[src/rtl/ifq_pkg.sv]
// Shared types and sizing for the instruction-fetch-queue issue stage.
package ifq_pkg;

  typedef enum logic [1:0] {
    RST   = 2'd0,
    RUN   = 2'd1,
    FLUSH = 2'd2
  } ifq_issue_state_t;

  localparam int IFQ_INST_W = 32;
  localparam int IFQ_PC_W   = 32;
  localparam int BUF_DEPTH  = 2;

endpackage

[src/rtl/ifq_issue_if.sv]
// Fetch-FIFO, decode and redirect signals of the issue stage; master = issue stage.
interface ifq_issue_if
  import ifq_pkg::*;
#(
  parameter int INST_W = IFQ_INST_W,
  parameter int PC_W   = IFQ_PC_W
);

  logic              fifo_empty;
  logic [INST_W-1:0] fifo_dout;
  logic              pop_fifo;
  logic              flush_fifo;
  logic              inst_valid;
  logic [INST_W-1:0] inst_data;
  logic [PC_W-1:0]   inst_pc;
  logic              decode_ready;
  logic              branch_valid;
  logic [PC_W-1:0]   branch_target;
  logic              redirect_valid;
  logic [PC_W-1:0]   redirect_pc;

  modport master (
    input  fifo_empty, fifo_dout, decode_ready, branch_valid, branch_target,
    output pop_fifo, flush_fifo, inst_valid, inst_data, inst_pc,
           redirect_valid, redirect_pc
  );

  modport slave (
    output fifo_empty, fifo_dout, decode_ready, branch_valid, branch_target,
    input  pop_fifo, flush_fifo, inst_valid, inst_data, inst_pc,
           redirect_valid, redirect_pc
  );

endinterface

[src/rtl/ifq_skid_buf.sv]
// Two-entry FIFO of {instruction, pc} between the fetch FIFO read port and decode.
module ifq_skid_buf
  import ifq_pkg::*;
#(
  parameter int INST_W = IFQ_INST_W,
  parameter int PC_W   = IFQ_PC_W
) (
  input  logic              clk,
  input  logic              reset,
  input  logic              clr,
  input  logic              wr,
  input  logic [INST_W-1:0] wr_inst,
  input  logic [PC_W-1:0]   wr_pc,
  input  logic              rd,
  output logic [INST_W-1:0] rd_inst,
  output logic [PC_W-1:0]   rd_pc,
  output logic [1:0]        count
);

  localparam logic [1:0] FULL = 2'(BUF_DEPTH);

  logic [INST_W-1:0] inst_mem [BUF_DEPTH];
  logic [PC_W-1:0]   pc_mem   [BUF_DEPTH];
  // Single-bit pointers: the buffer is exactly two entries deep.
  logic              wr_ptr;
  logic              rd_ptr;
  logic              do_wr;
  logic              do_rd;

  assign do_rd = rd && (count != 2'd0);
  assign do_wr = wr && ((count < FULL) || do_rd);

  always_ff @(posedge clk or posedge reset) begin
    if (reset) begin
      wr_ptr <= 1'b0;
      rd_ptr <= 1'b0;
      count  <= 2'd0;
    end else if (clr) begin
      wr_ptr <= 1'b0;
      rd_ptr <= 1'b0;
      count  <= 2'd0;
    end else begin
      if (do_wr) wr_ptr <= ~wr_ptr;
      if (do_rd) rd_ptr <= ~rd_ptr;
      if (do_wr && !do_rd)      count <= count + 2'd1;
      else if (!do_wr && do_rd) count <= count - 2'd1;
    end
  end

  always_ff @(posedge clk) begin
    if (do_wr) begin
      inst_mem[wr_ptr] <= wr_inst;
      pc_mem[wr_ptr]   <= wr_pc;
    end
  end

  assign rd_inst = inst_mem[rd_ptr];
  assign rd_pc   = pc_mem[rd_ptr];

endmodule

[src/rtl/ifq_issue.sv]
// Issue stage: pops the fetch FIFO into a 2-entry buffer, hands words to decode
// with their PC, and on a taken branch drops everything and redirects fetch.
module ifq_issue
  import ifq_pkg::*;
#(
  parameter int              INST_W   = IFQ_INST_W,
  parameter int              PC_W     = IFQ_PC_W,
  parameter logic [PC_W-1:0] RESET_PC = '0,
  parameter int              PC_STEP  = 4
) (
  input  logic       clk,
  input  logic       reset,
  ifq_issue_if.master bus
);

  ifq_issue_state_t  state_q;
  ifq_issue_state_t  state_d;
  logic              run;
  logic              in_flush;
  logic              flush_now;
  logic              inflight_p1;
  logic              capture;
  logic              deq;
  logic              pop;
  logic              inst_valid;
  logic [2:0]        credit;
  logic [1:0]        count;
  logic [PC_W-1:0]   pc_q;
  logic [PC_W-1:0]   wr_pc;
  logic [INST_W-1:0] head_inst;
  logic [PC_W-1:0]   head_pc;

  function automatic logic [PC_W-1:0] align_pc(input logic [PC_W-1:0] t);
    return t & ~PC_W'(3);
  endfunction

  function automatic logic [PC_W-1:0] step_pc(input logic [PC_W-1:0] p);
    return p + PC_W'(PC_STEP);
  endfunction

  always_comb begin
    state_d  = RST;
    run      = 1'b0;
    in_flush = 1'b0;
    case (state_q)
      RST:   state_d = RUN;
      RUN: begin
        run     = 1'b1;
        state_d = bus.branch_valid ? FLUSH : RUN;
      end
      FLUSH: begin
        in_flush = 1'b1;
        state_d  = bus.branch_valid ? FLUSH : RUN;
      end
      default: state_d = RST;
    endcase
  end

  assign flush_now  = (run || in_flush) && bus.branch_valid;
  assign inst_valid = run && (count != 2'd0) && !bus.branch_valid;
  assign deq        = inst_valid && bus.decode_ready;
  assign capture    = inflight_p1 && !flush_now;

  // Buffered words plus the word in flight never exceed the buffer depth.
  assign credit = {1'b0, count} + {2'b00, inflight_p1} - {2'b00, deq};
  assign pop    = run && !bus.fifo_empty && !bus.branch_valid && (credit < 3'd2);

  // A capture only happens with at most one word ahead of it, so the tail pc
  // is either the head pc or the one after it.
  assign wr_pc = (count == 2'd0) ? pc_q : step_pc(pc_q);

  // Stage p0 -> p1: FIFO read issued, data returns on the next edge.
  always_ff @(posedge clk or posedge reset) begin
    if (reset) begin
      state_q     <= RST;
      inflight_p1 <= 1'b0;
      pc_q        <= RESET_PC;
    end else begin
      state_q     <= state_d;
      inflight_p1 <= pop;
      if (flush_now)  pc_q <= align_pc(bus.branch_target);
      else if (deq)   pc_q <= step_pc(pc_q);
    end
  end

  ifq_skid_buf #(
    .INST_W (INST_W),
    .PC_W   (PC_W)
  ) u_buf (
    .clk     (clk),
    .reset   (reset),
    .clr     (flush_now),
    .wr      (capture),
    .wr_inst (bus.fifo_dout),
    .wr_pc   (wr_pc),
    .rd      (deq),
    .rd_inst (head_inst),
    .rd_pc   (head_pc),
    .count   (count)
  );

  assign bus.pop_fifo       = pop;
  assign bus.flush_fifo     = in_flush;
  assign bus.inst_valid     = inst_valid;
  assign bus.inst_data      = inst_valid ? head_inst : '0;
  assign bus.inst_pc        = inst_valid ? head_pc : '0;
  assign bus.redirect_valid = in_flush;
  assign bus.redirect_pc    = in_flush ? pc_q : '0;

endmodule

[src/flat_wrapper.sv]
// flat-port wrapper written by rule: the top's interface ports become plain ports
module ifq_issue_flat import ifq_pkg::*;
#(
  parameter int              INST_W   = IFQ_INST_W,
  parameter int              PC_W     = IFQ_PC_W,
  parameter logic [PC_W-1:0] RESET_PC = '0,
  parameter int              PC_STEP  = 4
)
  (clk, reset, bus_fifo_empty, bus_fifo_dout, bus_decode_ready, bus_branch_valid, bus_branch_target, bus_pop_fifo, bus_flush_fifo, bus_inst_valid, bus_inst_data, bus_inst_pc, bus_redirect_valid, bus_redirect_pc);
  ifq_issue_if #(.INST_W(INST_W), .PC_W(PC_W)) bus_i ();
  input  logic clk;
  input  logic reset;
  input wire logic [$bits(bus_i.fifo_empty)-1:0] bus_fifo_empty;
  input wire logic [$bits(bus_i.fifo_dout)-1:0] bus_fifo_dout;
  input wire logic [$bits(bus_i.decode_ready)-1:0] bus_decode_ready;
  input wire logic [$bits(bus_i.branch_valid)-1:0] bus_branch_valid;
  input wire logic [$bits(bus_i.branch_target)-1:0] bus_branch_target;
  output wire logic [$bits(bus_i.pop_fifo)-1:0] bus_pop_fifo;
  output wire logic [$bits(bus_i.flush_fifo)-1:0] bus_flush_fifo;
  output wire logic [$bits(bus_i.inst_valid)-1:0] bus_inst_valid;
  output wire logic [$bits(bus_i.inst_data)-1:0] bus_inst_data;
  output wire logic [$bits(bus_i.inst_pc)-1:0] bus_inst_pc;
  output wire logic [$bits(bus_i.redirect_valid)-1:0] bus_redirect_valid;
  output wire logic [$bits(bus_i.redirect_pc)-1:0] bus_redirect_pc;
  assign bus_i.fifo_empty = bus_fifo_empty;
  assign bus_i.fifo_dout = bus_fifo_dout;
  assign bus_i.decode_ready = bus_decode_ready;
  assign bus_i.branch_valid = bus_branch_valid;
  assign bus_i.branch_target = bus_branch_target;
  assign bus_pop_fifo = bus_i.pop_fifo;
  assign bus_flush_fifo = bus_i.flush_fifo;
  assign bus_inst_valid = bus_i.inst_valid;
  assign bus_inst_data = bus_i.inst_data;
  assign bus_inst_pc = bus_i.inst_pc;
  assign bus_redirect_valid = bus_i.redirect_valid;
  assign bus_redirect_pc = bus_i.redirect_pc;
  ifq_issue #(.INST_W(INST_W), .PC_W(PC_W), .RESET_PC(RESET_PC), .PC_STEP(PC_STEP)) u_core (.clk(clk), .reset(reset), .bus(bus_i));
endmodule
[config.mk]
export PLATFORM = sky130hd
export DESIGN_NAME = ifq_issue_flat
export DESIGN_NICKNAME = d
export VERILOG_FILES = /design/src/rtl/ifq_pkg.sv /design/src/rtl/ifq_issue_if.sv /design/src/rtl/ifq_skid_buf.sv /design/src/rtl/ifq_issue.sv /design/src/flat_wrapper.sv
export SDC_FILE = /design/constraint.sdc
export NUM_CORES = 1
export LEC_CHECK = 0
export CORE_AREA = 4 4 137 139
export DETAILED_ROUTE_END_ITERATION = 8
export DIE_AREA = 0 0 141 143
export GPL_ROUTABILITY_DRIVEN = 1
export GPL_TIMING_DRIVEN = 1
export PLACE_DENSITY = 0.78
export SYNTH_ARGS = -nofsm -noshare
export SYNTH_HDL_FRONTEND = slang
export SYNTH_SLANG_ARGS = --single-unit
[constraint.sdc]
create_clock -name clk -period 9.49 [get_ports clk]
set_input_delay 1.898 -clock clk [delete_from_list [all_inputs] [get_ports clk]]
set_output_delay 1.898 -clock clk [all_outputs]
set_load 0.03 [all_outputs]
==> run summary <==
status - completed
Final #Nets - 879
final worst slack - 2.10 ns
Setup Fix Bufs, Post-CTS - 0
Die Ht - 143 µm
Hold Vio Cnt, Final - 0
Clock Tree Root - clkbuf_16
Synth cell types - 53
port bufs - 162
Yosys reg bits - 161
Cell Pwr Density - 270 mW/mm²
global-route wire length before repair - 29,600 µm
RSZ-0062 raised after global routing - false
post-place instance area - 0.00956 mm²
MaxCap Viol Count - 0
share of Yosys cell area claimed by the top area cell type - 47.6%
Total Neg Setup Slack - 0 ns
synth top area cells - edfxtp_1 48%, dfrtp_1 12%, mux2i_1 7.9%
antenna violations before repair - 0
synth warn - 0
Tot Pwr - 2.74 mW
layout cells sized above 1 - 5.53%
DR WL/cell - 18.4 µm
crit path kind - input port to primary output
row cnt - 49
max_slew headroom - 23.8%
R2R depth - 8
FF-to-FF End - u_core.u_buf.pc_mem[1][23]
Lkg Pwr - 3.40 nW
Die W - 141 µm
WL final - 19,200 µm
Clock Sinks - 161
Sw Share - 37.0%
count leader, synth - edfxtp_1
Layout Skew - 0.0113 ns
Pre-antenna DRT Iters - 5
Place WS - 2.16 ns
Vias/cell - 5.56
hold buffers post-CTS - 0
reg2reg start - u_core.state_q[0]
CP Capture Type - primary output
FFs w/ async S/R, synth - 23.0%
Synth top cells by count - 124 x edfxtp_1, 93 x nor2_1, 62 x mux2i_1
R2R setup slack - 6.18 ns
Final GP Congestion - 0.876
# IOs - 169
GRT Overall Usage - 19.0%
combinational power share - 33.9%
final instance area - 0.0101 mm²
Hold Path Cell Cnt - 2
Post-synth top flop - edfxtp_1
Initial Util - 44.3%
CP Data Required Time - 7.59 ns
Peak Freq - 0.135 GHz
CTS clk-pin slew, worst paths - 0.07 ns
total grt overflow - 0
Post-DP HPWL - 12,600 µm
dominant cell type by area after synthesis - edfxtp_1
CTS max path bufs - 2
DRT iter0 DRCs - 508
hold endpoint - u_core.u_buf.wr_ptr
largest net degree at the start of global routing - 65
clk_lat worst skew - 0.42 ns
Cell Area, Synth - 0.00782 mm²
WP data arrival - 5.49 ns
Fill cells - 1,487
clock network power share - 24.3%
Psw - 1.01 mW
crit path max fanout - 18
Core ar. - 0.0177 mm²
Max Slew Vio Count - 0
final setup fails - 0
Mapped Cells - 662
Slew @ Worst Pin - 1.14 ns
CP startpoint - bus_branch_valid
Hold Crit Start - u_core.u_buf.wr_ptr
total CTS buffers - 17
number of synthesized flops with an enable pin - 124
vias in the first global route - 5,532
share of total power in sequential cells - 41.8%
area grow syn2layout - 29.7%
full die area - 0.0202 mm²
Tcrit/Tclk final - 77.8%
H-tree levels - 4
average size of a mapped cell - 11.8 µm²
antenna diode count - 0
internal power - 1.73 mW
DR DRC count - 0
Startpoint Class - input port
post-route antenna net violation count - 0
VDD IR max - 0.000161 V
TritonCTS clock tree - yes
register area share after synthesis - 59.5%
via count - 5,798
worst min path class - register to register
Tmin final - 7.39 ns
# resized after CTS - 0
## layout by cell type, fill, tap and decap left out, drive strengths merged, types with 7 or more instances in the layout
cell type	n
a31oi	14
and2	33
buf	7
clkbuf	19
clkdlybuf4s50	162
clkinv	7
dfrtp	37
edfxtp	124
ha	7
inv	13
mux2i	62
nand2	30
nand3	23
nand4	18
nor2	93
nor3	15
o21ai	10
o31ai	14
or3	7
or4	16
xnor2	19
xor2	14
## layer usage
metal	track usage (%)	vias to the layer above	wire length [µm]
li1	-	2714	-
met1	25.2	2768	8010
met2	31.2	279	9400
met3	3.85	37	1280
met4	7.39	0	498
met5	0	-	0
## flip-flops by register name (all words and copies together) (netlist names)
| signal | count |
|---|---|
| u_core.u_buf.pc_mem | 60 |
| u_core.inflight_p1 | 1 |
| u_core.u_buf.inst_mem | 64 |
| u_core.u_buf.rd_ptr | 1 |
| u_core.u_buf.wr_ptr | 1 |
| u_core.pc_q | 30 |
| u_core.u_buf.count | 2 |
| u_core.state_q | 2 |
## layout make-up
type	count	area, µm²	area share, %
clock inverters	12	143	1.41
multi-input cells	439	2890	28.6
repair buffers	169	1670	16.5
well taps	229	287	2.83
flip-flops and latches	161	4650	45.9
clock buffers	19	433	4.27
inverters	14	52.6	0.518
## per-stage QoR
| stage | hold slack [ns] | utilization (%) | std cells |
|---|---|---|---|
| 2_1_floorplan | 0.535 | - | 665 |
| 3_3_place_gp | 0.564 | 54.1 | 1012 |
| 3_5_place_dp | 0.585 | 54.1 | 1012 |
| 4_1_cts | 0.596 | 57.4 | 1043 |
| 5_1_grt | 0.624 | 57.4 | 1043 |
| 6_report | 0.600 | 57.4 | 1043 |
## cell families after synthesis
group	Yosys count	share of synthesized area [%]
xor+xnor	33	3.70
fa+ha+maj	8	1.38
flops	161	59.5
mux	62	7.94
compound gates	72	6.45
other cells	1	0.0480
simple gates	260	17.2
buf+inv	65	3.78
## power by group through the flow
stage | Combinational (mW) | Clock, mW | Sequential, mW
global route | 1.00 | 0.710 | 1.17
global placement | 0.907 | 0 | 1.15
detailed placement | 0.925 | 0 | 1.15
floorplan | 0.752 | 0 | 1.00
finish | 0.927 | 0.666 | 1.15
CTS | 0.929 | 0.677 | 1.14
## worst max path at each step
stage | slack (ns) | to | cells past startpoint
after floorplan | 0.57 | u_core.u_buf.inst_mem[0][0] | 4
after global placement | 2.19 | bus_pop_fifo | 10
after detailed placement | 2.16 | bus_pop_fifo | 10
after CTS | 2.14 | bus_pop_fifo | 10
after global routing | 1.93 | bus_pop_fifo | 10
final | 2.10 | bus_pop_fifo | 10
## worst max-delay path: stages
cell             delay, ns
clkdlybuf4s50_1       0.51
nor2b_1               0.13
nand3_1               0.13
clkinv_1              0.50
ha_1                  0.50
nand2b_1              0.15
fa_1                  0.38
xor2_1                0.15
nor4b_1               0.37
clkdlybuf4s50_1       0.74
(Power assumes the default switching activity.)
